===== src/rtl/bcd_scan_ctrl.sv =====
// bcd_scan_ctrl: four-digit multiplexed seven-segment scanner for BCD values.
// Each digit is driven for DWELL clocks, followed by GAP blank clocks. A new value
// loaded during a scan is held as pending. It becomes visible only at the start of
// the next frame, so a frame never shows a mix of old and new digits.
module bcd_scan_ctrl #(
  parameter int unsigned DWELL = 1000,
  parameter int unsigned GAP   = 16
) (
  input  logic        clk,
  input  logic        rst,
  input  logic        en,
  input  logic        load,
  input  logic [15:0] bcd_in,
  input  logic        lzb,
  output logic [3:0]  an,
  output logic [6:0]  seg,
  output logic        frame_done,
  output logic        upd_pend
);

  localparam int unsigned CMAX = (DWELL > GAP) ? DWELL : GAP;
  localparam int unsigned CW   = (CMAX > 1) ? $clog2(CMAX) : 1;
  localparam logic [CW-1:0] DWELL_LAST = CW'(DWELL - 1);
  localparam logic [CW-1:0] GAP_LAST   = CW'(GAP - 1);

  typedef enum logic [1:0] {
    IDLE  = 2'd0,
    DRIVE = 2'd1,
    GAPS  = 2'd2
  } state_t;

  state_t        st, st_n;
  logic [1:0]    dig, dig_n;
  logic [CW-1:0] cnt, cnt_n;
  logic [15:0]   disp, disp_n;
  logic [15:0]   pv, pv_n;
  logic          valid, valid_n;
  logic          pend, pend_n;
  logic          commit;

  logic [3:0]    an_n;
  logic [6:0]    seg_n;
  logic          fd_n;
  logic [3:0]    nib;
  logic          blank;

  function automatic logic [6:0] seg_decode(input logic [3:0] n);
    logic [6:0] s;
    case (n)
      4'd0:    s = 7'h3F;
      4'd1:    s = 7'h06;
      4'd2:    s = 7'h5B;
      4'd3:    s = 7'h4F;
      4'd4:    s = 7'h66;
      4'd5:    s = 7'h6D;
      4'd6:    s = 7'h7D;
      4'd7:    s = 7'h07;
      4'd8:    s = 7'h7F;
      4'd9:    s = 7'h6F;
      default: s = 7'h40;
    endcase
    return s;
  endfunction

  // State register plus registered outputs; reset blanks the display at once.
  always_ff @(posedge clk or negedge rst) begin
    if (!rst) begin
      st         <= IDLE;
      dig        <= '0;
      cnt        <= '0;
      disp       <= '0;
      pv         <= '0;
      valid      <= 1'b0;
      pend       <= 1'b0;
      an         <= '1;
      seg        <= '0;
      frame_done <= 1'b0;
    end else begin
      st         <= st_n;
      dig        <= dig_n;
      cnt        <= cnt_n;
      disp       <= disp_n;
      pv         <= pv_n;
      valid      <= valid_n;
      pend       <= pend_n;
      an         <= an_n;
      seg        <= seg_n;
      frame_done <= fd_n;
    end
  end

  assign upd_pend = pend;

  // Next-state logic for scan sequencing and display/pending register updates.
  always_comb begin
    st_n    = st;
    dig_n   = dig;
    cnt_n   = cnt;
    disp_n  = disp;
    pv_n    = pv;
    valid_n = valid;
    pend_n  = pend;
    commit  = 1'b0;

    case (st)
      IDLE: begin
        if (load) begin
          disp_n  = bcd_in;
          valid_n = 1'b1;
          pend_n  = 1'b0;
        end
        if (en && (valid || load)) begin
          st_n   = DRIVE;
          dig_n  = '0;
          cnt_n  = '0;
          commit = 1'b1;
        end
      end
      DRIVE: begin
        if (cnt == DWELL_LAST) begin
          st_n  = GAPS;
          cnt_n = '0;
        end else begin
          cnt_n = cnt + CW'(1);
        end
      end
      GAPS: begin
        if (cnt == GAP_LAST) begin
          cnt_n = '0;
          if (en) begin
            st_n   = DRIVE;
            dig_n  = dig + 2'd1;
            commit = (dig == 2'd3);
          end else begin
            st_n = IDLE;
          end
        end else begin
          cnt_n = cnt + CW'(1);
        end
      end
      default: begin
        st_n  = IDLE;
        dig_n = '0;
        cnt_n = '0;
      end
    endcase

    // Only the edge that starts a frame may change the display register.
    // A load on that same edge takes priority over the older pending value.
    if (commit) begin
      if (load) begin
        disp_n = bcd_in;
        pend_n = 1'b0;
      end else if (pend) begin
        disp_n = pv;
        pend_n = 1'b0;
      end
    end else if (st != IDLE && load) begin
      pv_n   = bcd_in;
      pend_n = 1'b1;
    end
  end

  // Output values are derived from next-state values so the registered outputs track the state.
  always_comb begin
    an_n  = '1;
    seg_n = '0;
    nib   = disp_n[{dig_n, 2'b00} +: 4];
    blank = 1'b1;
    for (int unsigned k = 0; k < 4; k++) begin
      if (k >= 32'(dig_n) && disp_n[4*k +: 4] != 4'd0) blank = 1'b0;
    end
    blank = blank && lzb && (dig_n != 2'd0);
    if (st_n == DRIVE) begin
      an_n       = '1;
      an_n[dig_n] = 1'b0;
      seg_n      = blank ? 7'h00 : seg_decode(nib);
    end
    fd_n = (st_n == GAPS) && (dig_n == 2'd3) && (cnt_n == GAP_LAST);
  end

endmodule


===== config.mk =====
export PLATFORM = sky130hd
export DESIGN_NAME = bcd_scan_ctrl
export DESIGN_NICKNAME = d
export VERILOG_FILES = /design/src/rtl/bcd_scan_ctrl.sv
export SDC_FILE = /design/constraint.sdc
export NUM_CORES = 1
export LEC_CHECK = 0
export CAP_MARGIN = 25
export CORE_MARGIN = 1.5
export CORE_UTILIZATION = 45
export DETAILED_ROUTE_END_ITERATION = 8
export PLACE_DENSITY = 0.67
export SETUP_SLACK_MARGIN = 0.4
export SKIP_CTS_REPAIR_TIMING = 1
export SYNTH_ARGS = -nofsm -noshare
export SYNTH_HDL_FRONTEND = slang
export SYNTH_SLANG_ARGS = --single-unit
export TNS_END_PERCENT = 10

===== constraint.sdc =====
create_clock -name clk -period 3.36 [get_ports clk]
set_input_delay 0.672 -clock clk [delete_from_list [all_inputs] [get_ports clk]]
set_output_delay 0.672 -clock clk [all_outputs]
set_load 0.005 [all_outputs]

* After elaboration in Yosys (flattened, before gate mapping) *
Memories as Yosys holds them, arrays and structs flattened.
Index checks and enable logic that the tools add are counted.
Widths: inputs -> output; s select.

storage, ports and cells
  memories = 1
  bits in registers = 60
  ROM bits = 112

memories
  name              words  width  rd ports  clocked after memory_dff  wr ports  RTL line  source
  (name not given)  16     7      1         0                         0         49        case (n)

cells by class
  mux-type cells = 37
  bitwise logic cells = 2
  reductions and logical operators = 20
  eq/ne operators = 9
  add/sub/neg operators = 2
  order comparisons = 5
  shift operators = 1

operator list
  cell                   count
  $mux 16                5
  $mux 10                3
  $pmux 10 s3            1
  $eq 10x4->1 const B    2
  $reduce_bool 4->1      4
  $shiftx 16x5->4        1
  $mux 1                 15
  $mux 7                 2
  $mux 2                 6
  $pmux 2 s3             2
  $add 10x1->10 const B  1
  $eq 10x10->1 const B   1
  $logic_and 1x1->1      10
  $eq 2x2->1 const B     4
  $eq 2x1->1 const B     2
  $ge 1x2->1 const A     2
  $mux 4                 1
  $not 4->4              1
  $reduce_and 2->1       2
  $reduce_bool 2->1      2
  $lt 2x3->1 const B     1
  $add 2x1->2 const B    1
  $demux 1 s2            1
  $ge 2x1->1 const B     1
  5 further kinds        5

* Logic depth before layout (Yosys ltp) *
Gate-level depths: netlist (run 1).

  depth in word-level cells = 15
  mapped depth = 14

* Least setup slack after synthesis (run 1) *
No wires, ideal clock.

  kind = register to register
  start point = register cnt[6]
  end point = register seg[5]
  slack = 114 ps
  library setup time = 94 ps
  arrival time = 3152 ps
  stages on the path, launching flop included = 12
  data required time = 3266 ps
  period minus slack after synthesis = 3246 ps
  cells stage by stage = dfrtp_1 or4_4 or4_1 and3_1 buf_6 clkinv_4 mux2_2 a21oi_1 inv_1 ha_1 o21a_1 a211oi_1

RTL lines
  what                                                  RTL line  source
  start: declaration                                    34        logic [CW-1:0] cnt, cnt_n;
  start signal: assignment                              81        cnt <= cnt_n;
  $eq 10x4->1 (*)                                       128       if (cnt == GAP_LAST) begin
  $mux 2 (*)                                            128
  $pmux 2 s3 (*)                                        105       case (st)
  named net dig_n[0]                                    33        logic [1:0] dig, dig_n;
  branches (longest 8 deep; another with $mem_v2 16x7)  n/a
  $mux 7 (*)                                            177       seg_n = blank ? 7'h00 : seg_decode(nib);
  $mux 7 (*)                                            174       if (st_n == DRIVE) begin
  named net seg_n[5]                                    42        logic [6:0] seg_n;
  end signal: assignment                                87        seg <= seg_n;
  end: declaration                                      16        output logic [6:0] seg,

Mark *: on every way through the listed nets, which the timed path passes.
A chain may end at the register's enable or synchronous reset.

* Final worst setup path (run 1) *
  start point = register cnt[7]
  end point = register seg[1]

between the ends
  cells in the longest elaborated chain, start to end = 14

ends and longest elaborated chain
  what                                                   RTL line
  branches (longest 13 deep; another with $mem_v2 16x7)  n/a
  $mux 7 (*)                                             174
  named net seg_n[1]                                     42

Marked as above.

==> results of run 1 <==
==> routing by layer <==
layer,global-route usage [%],vias to the layer above
met2,38.1,113
met5,0,-
met3,5.54,12
met1,31.1,1522
li1,-,1486
met4,5.87,0
==> synth_stat cells, types with 8 or more instances <==
master,n,share of area [%]
o211ai_1,9,2.0
dfrtp_1,56,42
a21oi_1,9,1.3
nor3_1,9,1.3
mux2i_1,18,5.4
clkbuf_1,8,0.89
o21ai_0,27,4.0
nor2_1,16,1.8
nand2_1,44,4.9
mux2_2,20,6.7
==> worst register-to-register path, delay by kind of cell, from the launching register on <==
| kind | cells | cell delay [ns] |
|---|---|---|
| buf+inv | 2 | 0.32 |
| simple gates | 6 | 1.91 |
| flops | 1 | 0.46 |
| compound gates | 1 | 0.18 |
==> worst paths after layout <==
kind	endpoint	slack [ns]	cells past startpoint
hold / removal	cnt[8]	0.12	1
hold reg to reg	valid	0.50	1
setup / recovery	seg[1]	0.39	9
setup reg to reg	seg[1]	0.39	9
max in group asynchronous	async pin	2.60	3
min in group clk	valid	0.50	1
==> sequential cells by signal (all words and copies together) (netlist names), named ones only <==
| register | count |
|---|---|
| dig | 2 |
| disp | 16 |
| cnt | 10 |
| pv | 16 |
| seg | 7 |
| an | 4 |
| frame_done | 1 |
| st | 2 |
| valid | 1 |
==> stage by stage <==
step | setup slack, ns | instance area, sq um
after floorplan | 0.407 | 3400
after global placement | -0.135 | 4310
after detailed placement | -0.184 | 4310
after CTS | 0.148 | 4510
after global routing | 0.277 | 4720
final | 0.387 | 4720
==> power breakdown <==
group / internal (uW) / total (uW) / switching (uW)
registers: 918 / 1040 / 117
clock network: 400 / 672 / 272
logic: 673 / 1240 / 564
==> placed cells by master (no fill, tap or decap), types with 3 or more instances in the layout <==
| cell type | netlist | layout |
|---|---|---|
| buf_4 | 0 | 65 |
| dfrtp_1 | 56 | 53 |
| nand2_1 | 44 | 43 |
| clkdlybuf4s50_1 | 0 | 30 |
| o21ai_0 | 27 | 22 |
| mux2_2 | 20 | 17 |
| nor2_1 | 16 | 16 |
| mux2i_1 | 18 | 16 |
| clkbuf_8 | 0 | 12 |
| o211ai_1 | 9 | 9 |
| nand4_1 | 7 | 7 |
| nor3_1 | 9 | 7 |
| o21ai_1 | 1 | 6 |
| a21oi_1 | 9 | 6 |
| a22o_1 | 6 | 6 |
| a31oi_1 | 5 | 5 |
| and3_1 | 7 | 5 |
| nor2b_1 | 4 | 4 |
| nand3_1 | 4 | 4 |
| nor4_1 | 5 | 4 |
| ha_1 | 7 | 4 |
| dfstp_2 | 4 | 4 |
| buf_6 | 1 | 4 |
| buf_12 | 0 | 4 |
| and3_2 | 2 | 3 |
| or4_4 | 1 | 3 |
| inv_1 | 4 | 3 |
| a21oi_2 | 1 | 3 |
| a22oi_1 | 3 | 3 |
| mux2_4 | 0 | 3 |
| and2_1 | 3 | 3 |
| o22ai_1 | 3 | 3 |
| a211oi_2 | 1 | 3 |
| dfrtp_2 | 0 | 3 |
==> area by class of cell <==
| cell class | instances | area share, % |
|---|---|---|
| multi-input cells | 260 | 40.4 |
| flip-flops and latches | 60 | 32.0 |
| repair buffers | 106 | 20.0 |
| clock buffers | 14 | 3.66 |
| well taps | 99 | 2.63 |
| inverters | 6 | 0.690 |
| clock inverters | 1 | 0.637 |
==> kinds of logic (layout without fill, tap and decap cells) <==
kind of cell / count (synthesis) / after routing
buffers and inverters: 19 / 127
muxes: 38 / 38
and+or+nand+nor: 123 / 123
AOI/OAI and AO/OA: 91 / 91
adders and majority gates: 7 / 7
DFF: 60 / 60
xor gates and xnor gates: 1 / 1
==> reports/results.ini, run 1 <==
[critical_path]
crit_fanout = 7
path_cells = or4_4, or4_4, and3_4, buf_4, or3_1, or3_4, a22oi_2, buf_6, nor3_1
crit_arrival_ns = 3.19
crit_buf_inv = 2
critPathSlowestCell = or4_4
worstSetupPathType = reg2reg
crit_path_frequent_cell = or4_4
rr_startpoint = cnt[7]
cp_top_family = simple AND/OR/NAND/NOR gates
required_ns = 3.57
crit_start = cnt[7]
end_kind = flop
startpoint_type = flop
slowest_delay_ns = 0.54

[floorplan]
start_util_pct = 46.4
dieArea_sq_um = 8010
rows = 31
coreArea_sq_um = 7250
die_h_um = 89.5
die_x_um = 89.5
io_pins = 34

[final_layout]
final_util_pct = 65.0
final_layout_size_suffix_gt1_share_pct = 33.8
syn2layout_area_growth_pct = 40.1
num_antenna_cells = 0
fillCellCount = 613
fin_cells = 546
regArea_sq_um = 1510
nets = 471
multi_input_area_sq_um = 1900

[global_routing]
grt_pass1_vias = 2889
grt_max_degree = 45
antenna_found_initial = 0
grt_pass1_wl_um = 14100
grt-ovfl-total = 0
grt_usage_pct = 23.2

[logic_synthesis]
synth_warnings = 0
synth_nets = 367
async_flop_share_pct = 100
muxShareOfSynthArea_pct = 12.0
synth_top_family_by_area = simple AND/OR/NAND/NOR gates
synth_compound_area_share_pct = 18.9
syn-cell-area_sq_um = 3370
synth_seq_cells = 60
yosys.area_share.simple_pct = 18.9
ys_types = 66
synthCells = 339
synth_xor_area_share_pct = 0.260
synth-main-ff-cell = dfrtp_1
ys_seq_area_share_pct = 44.8
syn_avg_cell_area_sq_um = 9.93
synthAdderAreaFrac_pct = 2.60
synth-edff-count = 0

[drt]
top_layer = met4
wl_met3_um = 476
wl_met2_um = 4350
wl_per_cell_um = 16.3
firstDrtPassIters = 5
vias_per_cell = 5.74
vias = 3133
drt_first_iter_violations = 174
drt-total-wl_um = 8910
drc_errors = 0
wl_met1_um = 3990
ant_nets = 0

[power]
total_power_uw = 2940
power.density_nw_per_um2 = 624
power.leakage_uw = 0.00205
ir_drop_mv = 0.343

[clock_tree]
cts.sinks = 60
clock-root-buffer = clkbuf_8
cts_tree = done
h-tree-depth = 3
cts_made_buffers = 9
clk_latency_ns = 0.34
clk_pin_slew_ns = 0.07
clockBufferDepth = 2

[sta]
rsz0062_at_grt = true
final-hold-violation-count = 0
holdWs_ns = 0.120
fin_skew_ns = 0.0119
fmax_ghz = 0.336
post-route-period-util_pct = 88.5
tightest_slew_ns = 0.614
fin_crit_ns = 2.97
slew_headroom_pct = 59.1
finalMaxSlewViolations = 0
finalSetupTns_ns = 0
finalSetupViolCount = 0

[status]
status = finished clean

[min_path]
hold_class = in2async

[placement]
placed_cells_incl_taps = 521
post-dp-hpwl_um = 6520
gp_congestion = 0.875
port_buffers = 33

[run]
max_cap_viol_count = 0

(Power assumes the default switching activity.)
==> inputs of run 2 (changes only) <==
--- a/config.mk
+++ b/config.mk
@@ -9,7 +9,7 @@
 export CORE_MARGIN = 1.5
 export CORE_UTILIZATION = 45
 export DETAILED_ROUTE_END_ITERATION = 8
-export PLACE_DENSITY = 0.67
+export PLACE_DENSITY = 0.64
 export SETUP_SLACK_MARGIN = 0.4
 export SKIP_CTS_REPAIR_TIMING = 1
 export SYNTH_ARGS = -nofsm -noshare
==> constraint.sdc (replaced) <==
create_clock -name clk -period 3.5 [get_ports clk]
set_input_delay 0.7 -clock clk [delete_from_list [all_inputs] [get_ports clk]]
set_output_delay 0.7 -clock clk [all_outputs]
set_load 0.005 [all_outputs]
==> run 2 against run 1 <==
  * Maximum frequency is 3.4% lower
  * Clock skew is 0.0025 ns lower
  * Sequential power is 4% lower
  * Largest cell class unchanged
  * Non-clock buffer count is 18 lower
  * Worst hold slack better by 0.15 ns
  * First-iteration DRC count is 40% lower
  * Critical endpoint is now seg[0]
  * Sequential cell count stayed put
==> reports/results.ini, run 2 (synthesized netlist as in run 1, its figures left out) <==
[drt]
vias_per_cell = 5.81  ; was 5.74
drt-total-wl_um = 9200  ; was 8910 um
wl_per_cell_um = 17.4  ; was 16.3 um
vias = 3073  ; was 3,133
firstDrtPassIters = 4  ; was 5
drt_first_iter_violations = 104  ; was 174
ant_nets = 0  ; unchanged
drc_errors = 0  ; unchanged

[clock_tree]
clock-root-buffer = clkbuf_8  ; unchanged
clockBufferDepth = 2  ; unchanged
h-tree-depth = 3  ; unchanged
cts_made_buffers = 9  ; unchanged
clk_pin_slew_ns = 0.07  ; about the same
clk_latency_ns = 0.34  ; about the same
cts.sinks = 60  ; unchanged
cts_tree = done  ; unchanged

[sta]
fin_crit_ns = 3.08  ; was 2.97 ns
finalMaxSlewViolations = 0  ; unchanged
final-hold-violation-count = 0  ; unchanged
tightest_slew_ns = 0.588  ; was 0.614 ns
post-route-period-util_pct = 87.9  ; was 88.5%
fin_skew_ns = 0.00945  ; was 0.0119 ns
finalSetupViolCount = 0  ; unchanged
finalWorstSetupSlack_ns = 0.423  ; was 0.387 ns
fmax_ghz = 0.325  ; was 0.336 GHz
holdWs_ns = 0.270  ; was 0.120 ns
rsz0062_at_grt = true  ; unchanged
slew_headroom_pct = 60.8  ; was 59.1%

[final_layout]
fillCellCount = 597  ; was 613
num_antenna_cells = 0  ; unchanged
layout_common_cells = dfrtp_1, buf_4, nand2_1, clkdlybuf4s50_1, o21ai_0  ; was buf_4, dfrtp_1, nand2_1, clkdlybuf4s50_1, o21ai_0
reg_top3 = disp (16), pv (16), cnt (10)  ; unchanged
syn2layout_area_growth_pct = 36.1  ; was 40.1%
nets = 453  ; was 471
final_layout_size_suffix_gt1_share_pct = 33.5  ; was 33.8%
final_common_cell = dfrtp_1  ; was buf_4

[placement]
post-dp-hpwl_um = 6770  ; was 6520 um
gp_congestion = 0.882  ; was 0.875
pre_cts_ws_ns = -0.109  ; was -0.184 ns
port_buffers = 33  ; unchanged

[critical_path]
crit_buf_inv = 2  ; unchanged
path_cells = or3b_2, or4_4, and3_4, buf_4, nor2_4, a22o_1, a21oi_4, buf_4, ha_1, mux2_2, a211oi_2  ; was or4_4, or4_4, and3_4, buf_4, or3_1, or3_4, a22oi_2, buf_6, nor3_1
cp_top_family = simple AND/OR/NAND/NOR gates  ; unchanged
crit_fanout = 12  ; was 7
rrSetupSlack_ns = 0.42  ; was 0.39 ns
crit_end = seg[0]  ; was seg[1]
crit_path_frequent_cell = buf_4  ; was or4_4
crit_start = st[0]  ; was cnt[7]
crit_arrival_ns = 3.33  ; was 3.19 ns
required_ns = 3.75  ; was 3.57 ns
critPathSlowestCell = or4_4  ; unchanged
r2r_end = seg[0]  ; was seg[1]
cp_num_cells = 11  ; was 9
startpoint_type = flop  ; unchanged
worstSetupPathType = reg2reg  ; unchanged
end_kind = flop  ; unchanged
slowest_delay_ns = 0.51  ; was 0.54 ns
reg2reg_depth = 11  ; was 9
rr_startpoint = st[0]  ; was cnt[7]

[global_routing]
grt_pass1_wl_um = 14700  ; was 14,100 um
grt_max_degree = 46  ; was 45
grt_usage_pct = 25.0  ; was 23.2%
antenna_found_initial = 0  ; unchanged
grt-ovfl-total = 0  ; unchanged
grt_pass1_vias = 3074  ; was 2,889

[power]
power.leakage_uw = 0.00192  ; was 0.00205 uW
power.density_nw_per_um2 = 606  ; was 624 nW/um^2
ir_drop_mv = 0.337  ; was 0.343 mV
total_power_uw = 2780  ; was 2940 uW

[floorplan]
coreArea_sq_um = 7250  ; unchanged
dieArea_sq_um = 8010  ; unchanged
io_pins = 34  ; unchanged
rows = 31  ; unchanged
die_h_um = 89.5  ; unchanged
die_x_um = 89.5  ; unchanged
start_util_pct = 46.4  ; unchanged

[min_path]
hold_class = in2async  ; unchanged

[run]
max_cap_viol_count = 0  ; unchanged

[status]
status = finished clean  ; unchanged

## run 2: cell types whose count changed in the layout (fill, tap and decap cells not counted), sizes merged
cell / delta
clkdlybuf4s50: +1
clkbuf: -1
inv: +1
bufinv: -1
clkinvlp: +2
dlymetal6s2s: -1
buf: -18
## run 2: power by group
part	internal [uW]	switching [uW]	total, uW
Clock	314	275	589
Combinational	617	571	1190
Sequential	882	116	998
## run 2: per-layer routing
| layer | wire length (um) | track usage, % |
|---|---|---|
| met1 | 4030 | 31.5 |
| met5 | 0 | 0 |
| met4 | 228 | 10.8 |
| met2 | 4610 | 41.1 |
| met3 | 333 | 5.63 |
## run 2: worst min-delay path by stage
stage	slack, ns	cells after the start	endpoint	from
3_3_place_gp	0.49	1	valid	valid
6_report	0.27	1	cnt[5]	rst
5_1_grt	0.28	1	cnt[4]	rst
2_1_floorplan	0.40	0	async pin	rst
4_1_cts	0.27	1	cnt[4]	rst
3_5_place_dp	0.49	1	valid	valid
## run 2: worst register-to-register path, delay by kind of cell (launching register included)
kind                       cells  cell delay, ns
adders and majority gates      1            0.17
and+or+nand+nor                4            1.29
muxes                          1            0.27
AOI/OAI and AO/OA              3            0.45
buffers and inverters          2            0.30
DFF                            1            0.49
## run 2: area by class of cell
cell class	instances	area, sq um	area share (%)
Multi-Input combinational cell	260	1960	42.7
Sequential cell	60	1510	33.0
Timing Repair Buffer	88	768	16.8
Clock buffer	13	169	3.69
Tap cell	99	124	2.70
Inverter	6	30.0	0.656
Clock inverter	3	20.0	0.437
## run 2: stage by stage
stage / cell area [sq um] / utilization (%) / cells / TNS (ns)
global route: 4580 / 63.2 / 529 / 0
detailed placement: 4170 / 57.5 / 509 / -0.405
finish: 4580 / 63.2 / 529 / 0
CTS: 4360 / 60.2 / 525 / 0
global placement: 4170 / 57.5 / 509 / -0.234
floorplan: 3380 / - / 339 / 0
==> inputs of run 3 (changes only) <==
--- a/config.mk
+++ b/config.mk
@@ -5,6 +5,7 @@
 export SDC_FILE = /design/constraint.sdc
 export NUM_CORES = 1
 export LEC_CHECK = 0
+export ABC_CLOCK_PERIOD_IN_PS = 3200
 export CAP_MARGIN = 25
 export CORE_MARGIN = 1.5
 export CORE_UTILIZATION = 45
==> constraint.sdc (replaced) <==
create_clock -name clk -period 3.2 [get_ports clk]
set_input_delay 0.64 -clock clk [delete_from_list [all_inputs] [get_ports clk]]
set_output_delay 0.64 -clock clk [all_outputs]
set_load 0.005 [all_outputs]
==> run 3 against run 2 <==
  * Total power up 11%
  * Sequential cell count unchanged
  * Sequential power grew 8%
  * Utilization increased by 1.1 points
  * Worst hold slack lost 0.088 ns
  * Largest cell class unchanged
  * Largest power group unchanged
  * Cell count up 2.1%
  * Clock skew is 0.0022 ns lower
  * Combinational power grew 13%
  * Maximum frequency decreased by 0.99%
==> reports/results.ini, run 3 (synthesized netlist as in run 1, its figures left out) <==
[run]
max_cap_viol_count = 0  ; unchanged

[floorplan]
rows = 31  ; unchanged
coreArea_sq_um = 7250  ; unchanged
dieArea_sq_um = 8010  ; unchanged
die_h_um = 89.5  ; unchanged
io_pins = 34  ; unchanged
die_x_um = 89.5  ; unchanged
start_util_pct = 46.4  ; unchanged

[sta]
tightest_slew_ns = 0.660  ; was 0.588 ns
slew_headroom_pct = 56.0  ; was 60.8%
post-route-period-util_pct = 97.1  ; was 87.9%
final-hold-violation-count = 0  ; unchanged
finalMaxSlewViolations = 0  ; unchanged
finalSetupViolCount = 0  ; unchanged
fin_skew_ns = 0.00728  ; was 0.00945 ns
finalWorstSetupSlack_ns = 0.0927  ; was 0.423 ns
rsz0062_at_grt = true  ; unchanged
finalSetupTns_ns = 0  ; unchanged
fin_crit_ns = 3.11  ; was 3.08 ns
fmax_ghz = 0.322  ; was 0.325 GHz

[placement]
pre_cts_ws_ns = -0.301  ; was -0.109 ns
post-dp-hpwl_um = 6630  ; was 6770 um
port_buffers = 33  ; unchanged
placed_area_sq_um = 4340  ; was 4170 sq um
gp_congestion = 0.881  ; was 0.882

[global_routing]
grt_pass1_wl_um = 14700  ; about the same
grt-ovfl-total = 0  ; unchanged
grt_max_degree = 39  ; was 46
use_met2_pct = 38.6  ; was 41.1%
antenna_found_initial = 0  ; unchanged
grt_usage_pct = 24.3  ; was 25.0%
grt_util_met3_pct = 4.34  ; was 5.63%
grt_pass1_vias = 3017  ; was 3,074
top_usage_layer = met2  ; unchanged
grt_use_met1_pct = 33.2  ; was 31.5%

[critical_path]
crit_arrival_ns = 3.36  ; was 3.33 ns
crit_fanout = 6  ; was 12
critPathSlowestCell = or4_4  ; unchanged
path_cells = buf_4, or4_4, o311ai_1, and3_4, clkinv_4, mux2_4, a21oi_4, inv_2, ha_4, mux2_2, a21oi_1  ; was or3b_2, or4_4, and3_4, buf_4, nor2_4, a22o_1, a21oi_4, buf_4, ha_1, mux2_2, a211oi_2
slowest_delay_ns = 0.52  ; was 0.51 ns
worstSetupPathType = reg2reg  ; unchanged
startpoint_type = flop  ; unchanged
end_kind = flop  ; unchanged
required_ns = 3.45  ; was 3.75 ns

[final_layout]
reg_top3 = disp (16), pv (16), cnt (10)  ; unchanged
final_layout_size_suffix_gt1_share_pct = 33.1  ; was 33.5%
syn2layout_area_growth_pct = 38.4  ; was 36.1%
multi_input_area_sq_um = 1930  ; was 1960 sq um
layout_common_cells = buf_4, dfrtp_1, nand2_1, clkdlybuf4s50_1, o21ai_0  ; was dfrtp_1, buf_4, nand2_1, clkdlybuf4s50_1, o21ai_0
final_area_sq_um = 4660  ; was 4580 sq um
fillCellCount = 622  ; was 597
num_antenna_cells = 0  ; unchanged
final_common_cell = buf_4  ; was dfrtp_1
nets = 465  ; was 453
final_util_pct = 64.2  ; was 63.2%
regArea_sq_um = 1510  ; about the same

[clock_tree]
clk_pin_slew_ns = 0.07  ; about the same
h-tree-depth = 3  ; unchanged
cts_tree = done  ; unchanged
cts_made_buffers = 9  ; unchanged
clock-root-buffer = clkbuf_8  ; unchanged
clockBufferDepth = 2  ; unchanged
clk_latency_ns = 0.33  ; was 0.34 ns
cts.sinks = 60  ; unchanged

[drt]
vias_per_cell = 5.76  ; was 5.81
wl_per_cell_um = 16.7  ; was 17.4 um
drt_first_iter_violations = 119  ; was 104
ant_nets = 0  ; unchanged
drt-total-wl_um = 9030  ; was 9200 um
drc_errors = 0  ; unchanged
firstDrtPassIters = 4  ; unchanged
vias = 3110  ; was 3,073

[power]
power.leakage_uw = 0.00200  ; was 0.00192 uW
total_power_uw = 3070  ; was 2780 uW
power.density_nw_per_um2 = 659  ; was 606 nW/um^2
ir_drop_mv = 0.339  ; was 0.337 mV

[status]
status = finished clean  ; unchanged

[min_path]
hold_class = in2async  ; unchanged

run 3: changes by cell type in the layout (fill, tap and decap cells not counted), moves of 2 or more:
cell,previous run,this run
dfrtp_2,4,0
o21ai_1,4,6
buf_4,50,59
clkinvlp_4,2,0
o21ai_0,23,21
dfrtp_1,52,56
run 3: worst max-delay path, delay by kind of cell (launching register included):
family / cells / cell delay, ns
adder cells (fa/ha/maj): 1 / 0.16
multiplexers: 2 / 0.56
buffers and inverters: 3 / 0.33
AND/OR/NAND/NOR: 2 / 0.82
AO/OA/AOI/OAI: 3 / 0.75
flip-flops: 1 / 0.39
run 3: path summary, 6_finish.rpt:
kind	from	cells after the start	slack [ns]	to
setup reg to reg	cnt[6]	11	0.09	seg[6]
hold reg to reg	valid	1	0.50	valid
setup / recovery	cnt[6]	11	0.09	seg[6]
hold / removal	rst	1	0.18	cnt[2]
max in group asynchronous	rst	2	2.46	an[0]
min in group clk	valid	1	0.50	valid
run 3: power by group:
group	leakage, uW	switching, uW	internal, uW
clock network	0.0000986	277	361
registers	0.000718	120	965
logic	0.00118	623	726
run 3: final cells by class:
type                            count  share of cell area, %
Clock inverter                      1                  0.107
Timing Repair Buffer              100                   18.9
Tap cell                           99                   2.66
Clock buffer                       14                   3.92
Inverter                            6                  0.698
Sequential cell                    60                   32.3
Multi-Input combinational cell    260                   41.4
run 3: layer usage:
metal,vias to the layer above,part of all wire [%]
met1,1533,45
met4,0,1.5
met5,-,0
li1,1475,-
met3,11,4.3
met2,91,49
run 3: metrics by stage:
step	instances	hold WS [ns]
2_1_floorplan	339	0.344
3_3_place_gp	522	0.473
3_5_place_dp	523	0.481
4_1_cts	538	0.179
5_1_grt	540	0.189
6_report	540	0.182
